===== config.mk =====
export PLATFORM = sky130hd
export DESIGN_NAME = hazard_ctrl
export DESIGN_NICKNAME = d
export VERILOG_FILES = /design/src/rtl/hazard_ctrl.sv
export SDC_FILE = /design/constraint.sdc
export NUM_CORES = 1
export LEC_CHECK = 0
export CAP_MARGIN = 20
export CORE_ASPECT_RATIO = 0.9
export CORE_MARGIN = 2
export CORE_UTILIZATION = 26
export DETAILED_ROUTE_END_ITERATION = 8
export PLACE_DENSITY = 0.86
export SLEW_MARGIN = 20
export SYNTH_ARGS = -nofsm -noshare
export SYNTH_HDL_FRONTEND = slang
export SYNTH_SLANG_ARGS = --single-unit

===== constraint.sdc =====
create_clock -name clk -period 1.75 [get_ports clk]
set_clock_uncertainty 0.15 [all_clocks]
set_input_delay 0.175 -clock clk [delete_from_list [all_inputs] [get_ports clk]]
set_output_delay 0.175 -clock clk [all_outputs]
set_load 0.005 [all_outputs]

===== src/rtl/hazard_ctrl.sv =====
// Load-use / redirect interlock controller: sequences IF/ID holds, ID/EX bubbles and flushes.
// Optional perf counters are built only when HAZ_PERF_CNT_EN is defined.
module hazard_ctrl #(
    parameter int REG_W          = 3,
    parameter int LOAD_STALL_CYC = 1,
    parameter int FLUSH_CYC      = 1
) (
    input  logic             clk,
    input  logic             rst,
    input  logic             mem_busy,
    input  logic             id_valid,
    input  logic [REG_W-1:0] hdu_src1,
    input  logic [REG_W-1:0] hdu_src2,
    input  logic             src1_used,
    input  logic             src2_used,
    input  logic             ex_valid,
    input  logic             ex_is_load,
    input  logic             ex_wr_en,
    input  logic [REG_W-1:0] ex_rd,
    input  logic             ex_redirect,
    output logic             hold_pc,
    output logic             hold_ifid,
    output logic             bubble_idex,
    output logic             flush_ifid,
    output logic             flush_idex,
    output logic             freeze_all,
    output logic [1:0]       hz_state,
    output logic [15:0]      stall_count,
    output logic [15:0]      flush_count
);

    localparam logic [1:0] ST_RUN   = 2'd0;
    localparam logic [1:0] ST_STALL = 2'd1;
    localparam logic [1:0] ST_FLUSH = 2'd2;

    localparam logic [3:0] STALL_RELOAD = 4'(LOAD_STALL_CYC - 1);
    localparam logic [3:0] FLUSH_RELOAD = 4'(FLUSH_CYC - 1);

    logic [1:0] r_state;
    logic [3:0] r_cnt;

    logic       w_luh;
    logic [1:0] w_next_state;
    logic [3:0] w_next_cnt;
    logic       w_stall;
    logic       w_flush;
    logic       w_freeze;

    assign w_luh = id_valid & ex_valid & ex_is_load & ex_wr_en &
                   ((src1_used & (hdu_src1 == ex_rd)) |
                    (src2_used & (hdu_src2 == ex_rd)));

    // A redirect wins in every state: the younger instruction is dead, so a
    // pending stall or flush countdown is simply replaced by a fresh flush.
    always_comb begin
        w_next_state = r_state;
        w_next_cnt   = r_cnt;
        w_stall      = 1'b0;
        w_flush      = 1'b0;
        w_freeze     = 1'b0;
        if (mem_busy) begin
            w_freeze = 1'b1;
        end else if (ex_redirect) begin
            w_flush = 1'b1;
            if (FLUSH_CYC > 1) begin
                w_next_state = ST_FLUSH;
                w_next_cnt   = FLUSH_RELOAD;
            end else begin
                w_next_state = ST_RUN;
                w_next_cnt   = 4'd0;
            end
        end else begin
            case (r_state)
                ST_RUN: begin
                    if (w_luh) begin
                        w_stall = 1'b1;
                        if (LOAD_STALL_CYC > 1) begin
                            w_next_state = ST_STALL;
                            w_next_cnt   = STALL_RELOAD;
                        end
                    end
                end
                ST_STALL: begin
                    w_stall    = 1'b1;
                    w_next_cnt = r_cnt - 4'd1;
                    if (r_cnt == 4'd1) begin
                        w_next_state = ST_RUN;
                    end
                end
                ST_FLUSH: begin
                    w_flush    = 1'b1;
                    w_next_cnt = r_cnt - 4'd1;
                    if (r_cnt == 4'd1) begin
                        w_next_state = ST_RUN;
                    end
                end
                default: begin
                    w_next_state = ST_RUN;
                    w_next_cnt   = 4'd0;
                end
            endcase
        end
    end

    always_ff @(posedge clk or negedge rst) begin
        if (!rst) begin
            r_state <= ST_RUN;
            r_cnt   <= 4'd0;
        end else begin
            r_state <= w_next_state;
            r_cnt   <= w_next_cnt;
        end
    end

    // Controls are gated by reset so they drop the instant rst falls.
    assign hold_pc     = rst & w_stall;
    assign hold_ifid   = rst & w_stall;
    assign bubble_idex = rst & w_stall;
    assign flush_ifid  = rst & w_flush;
    assign flush_idex  = rst & w_flush;
    assign freeze_all  = rst & w_freeze;
    assign hz_state    = r_state;

`ifdef HAZ_PERF_CNT_EN
    logic [15:0] r_stall_count;
    logic [15:0] r_flush_count;

    // Only a fresh redirect counts; flush cycles of a countdown do not.
    always_ff @(posedge clk or negedge rst) begin
        if (!rst) begin
            r_stall_count <= 16'd0;
            r_flush_count <= 16'd0;
        end else begin
            if (w_stall && (r_stall_count != 16'hFFFF)) begin
                r_stall_count <= r_stall_count + 16'd1;
            end
            if (w_flush && ex_redirect && (r_flush_count != 16'hFFFF)) begin
                r_flush_count <= r_flush_count + 16'd1;
            end
        end
    end

    assign stall_count = r_stall_count;
    assign flush_count = r_flush_count;
`else
    assign stall_count = 16'd0;
    assign flush_count = 16'd0;
`endif

endmodule

# Yosys cells after proc, flatten, opt, wreduce, memory -nomap -nowiden
# Cells that the tools add are included.
# totals
regBits	6
in_bits	19
elab_cells	38
out_inout_bits	40
# op_classes
n_reduce_logical	4
eq_ne	7
mux	13
add_sub_neg	1
n_bitwise	11
# op_table
operator	count
$and A1 B1 Y1	9
$pmux W4 S2	1
$mux W1	7
$eq A3 B3 Y1	2
$eq A4 B1 Y1 const B	1
$mux W2	2
$mux W4	1
$pmux W2 S2	1
$sub A4 B1 Y4 const B	1
$ne A3 B1 Y1 const B	1
$reduce_and A3 Y1	1
$eq A2 B1 Y1 const B	1
$eq A2 B2 Y1 const B	1
$logic_not A2 Y1	1
$ne A2 B2 Y1 const B	1
$pmux W1 S2	1
$reduce_and A2 Y1	1
$reduce_or A2 Y1	1
$not A1 Y1	1
$or A1 B1 Y1	1

# Longest topological paths before layout
# depth
depth_word	9
mapped_depth	4
mapped_depth_nobuf	3

# Worst setup path before layout
# OpenSTA, ideal clock, no wires.
# synth_path
path_kind	input port to output port
from	input mem_busy
to	output hold_ifid
cell_stages	4
arrival_time_ns	0.807
path_buffers	1
setup_slack_ns	0.618
required_time_ns	1.425
path_cell_list	and4bb_1 > nand4_1 > a21oi_2 > buf_4
# synth_via
elab_chain_len	2
# synth_lines
item	line_no	text
start: declaration	10	input logic mem_busy,
$mux W1	61	if (mem_busy) begin
$and A1 B1 Y1	--	
end: declaration	22	output logic hold_ifid,
# Every way passes these cells.

# Worst setup path in the final report
# layout_path
from	input mem_busy
to	output flush_idex
# layout_via
elab_chain_len	2
# layout_lines
item	line_no	text
$mux W1	61	
$and A1 B1 Y1	120	assign flush_idex = rst & w_flush;
end: declaration	25	output logic flush_idex,
# Every way passes these cells.

==> impl_metrics.toml <==
[placed_design]
routabilityCongestion = 0.703
dp_hpwl_microns = 661
pre_cts_ws_ns = -0.297
port_buffers = 24
dpl-instance-area_sq_um = 512

[detailed_routing]
ant_nets = 0
drtIter0Drc = 0
wl_per_cell_microns = 7.99
vias = 302
drt-total-wl_microns = 727
drc = 0
dr.pass1.iters = 1
viasPerCell = 3.32

[setup_path]
required_ns = 1.42
crit_fanout = 2
start_kind = "input pin"
arrival_ns = 1.26
end_kind = "primary output"
crit_type = "in -> out"
critical_path.startpoint = "mem_busy"
endpoint = "flush_idex"

[clock_network]
postCtsHoldBufs = 0

[final_layout]
synthToLayoutAreaGrowth_pct = 38.7
fillers = 148
clockBufferCount = 0
seqCellArea_sq_um = 0
final_area_sq_um = 543
drive_above_1_share_pct = 13.2
diodes = 0
sequential_cell_total = 0
finalNetCount = 97

[floorplanning]
die-area_sq_um = 1830
placementRows = 13
die-width_microns = 44.9
io_pins = 59
die_y_microns = 40.8
core_area_sq_um = 1430
start_util_pct = 27.4

[worst_hold_path]
hold_path_class = "in -> out"
min-delay-start = "ex_redirect"

[synth]
synthSimpleGateAreaFrac_pct = 12.5
netlist.area_leader.share_pct = 70.9
netlist_area_sq_um = 392
synth-compound-area-share_pct = 2.24
syn_inst = 51
yosysWarnings = 0
synth_area_leaders = "buf_4 71%, xnor2_1 13%, nand4_1 4.8%"
synth.area.mux_share_pct = 0
synth_top_family_by_area = "buffers and inverters"
synth_fa_ha_area_share_pct = 0
synth_top_area_cell = "buf_4"
ys_types = 8
synth_xor_area_share_pct = 13.4
synth_area_per_cell_sq_um = 7.68
synth-seq-area-share_pct = 0

[sta]
rsz0062_at_grt = "no"
final_critical_path_setup_slack_ns = 0.169
finalMaxSlewViolations = 0
hold_viol_final = 0
clock.fmax_mhz = 633
min_period_over_period_pct = 90.3
setup_viol = 0
min_period_ns = 1.58

[status]
outcome = "completed"

[power]
p_leak_nw = 0.354
peakVddDrop_mv = 0.0546
p_per_area_nw_per_um2 = 152

[grt]
grt-ovfl-total = 0
grt_pass1_vias = 240
grt_pass1_wl_microns = 959
grt_max_degree = 3
grt_antenna_before_repair = 0
grt_usage_pct = 6.99

[flow_run]
cap_viol_max_count = 0
-- worst min-delay path by stage --
stage | to | slack, ns | depth (start not counted)
after floorplan | bubble_idex | 0.31 | 2
after global placement | bubble_idex | 1.17 | 4
after detailed placement | hold_pc | 1.18 | 4
after CTS | flush_ifid | 0.98 | 4
after global routing | flush_ifid | 0.74 | 3
final | flush_ifid | 0.71 | 3
-- cell families (layout without fill, tap and decap cells) --
kind of cell              count (synthesis)  after routing
and+or+nand+nor                           6              6
AOI/OAI and AO/OA                         1              1
other                                     1             34
buffers and inverters                    37             29
xor gates and xnor gates                  6              6
-- cells in the final DEF, fill, tap and decap left out --
master | synthesis | routed
a21oi_2 | 1 | 1
and2_2 | 1 | 1
and3b_2 | 1 | 1
and4bb_1 | 1 | 1
buf_4 | 37 | 6
clkbuf_2 | 0 | 1
clkdlybuf4s15_1 | 0 | 1
clkdlybuf4s50_1 | 0 | 7
conb_1 | 1 | 34
dlygate4sd2_1 | 0 | 5
dlymetal6s2s_1 | 0 | 9
nand4_1 | 3 | 3
xnor2_1 | 6 | 6
-- worst max-delay path: stages --
cell             delay [ns]
dlygate4sd2_1          0.24
buf_4                  0.12
and3b_2                0.22
clkdlybuf4s50_1        0.49
-- report_power, final --
part | switching (mW) | internal [mW]
clock network | 0 | 0
registers | 0 | 0
logic | 0.0351 | 0.0477
total | 0.0351 | 0.0477
-- metal layers --
layer  wire length (microns)  GRT usage (%)  vias to the layer above
li1                        -              -                      141
met1                     213           6.92                      134
met4                       0              0                        0
met3                     104          0.441                        0
met5                       0              0                        -
met2                     409           16.7                       27
-- cell type report --
class	instances	area (sq um)	share of cell area, %
timing repair buffer	29	287	52.8
multi-input combinational	47	238	43.8
tap	15	18.8	3.46
-- timing repair --
item	in CTS	in global routing
endpoints found under the setup margin	5	4
resized for setup	11	10
pin swaps	5	9
buffers inserted	3	0
-- Yosys cell counts (all sizes together) --
library cell,count
and3b,1
a21oi,1
and4bb,1
buf,37
and2,1
xnor2,6
nand4,3
conb,1
-- through the flow --
step / util (%) / hold slack, ns / setup TNS [ns] / cells / power [mW]
6_report: 37.9 / 0.714 / 0 / 91 / 0.0828
5_1_grt: 37.9 / 0.742 / 0 / 91 / 0.0952
4_1_cts: 36.7 / 0.979 / 0 / 91 / 0.0854
3_5_place_dp: 35.8 / 1.18 / -0.955 / 88 / 0.0889
3_3_place_gp: 35.8 / 1.17 / -0.803 / 88 / 0.0881
2_1_floorplan: - / 0.307 / 0 / 84 / 0.0900
No activity file was read; power rests on OpenSTA's default activity.
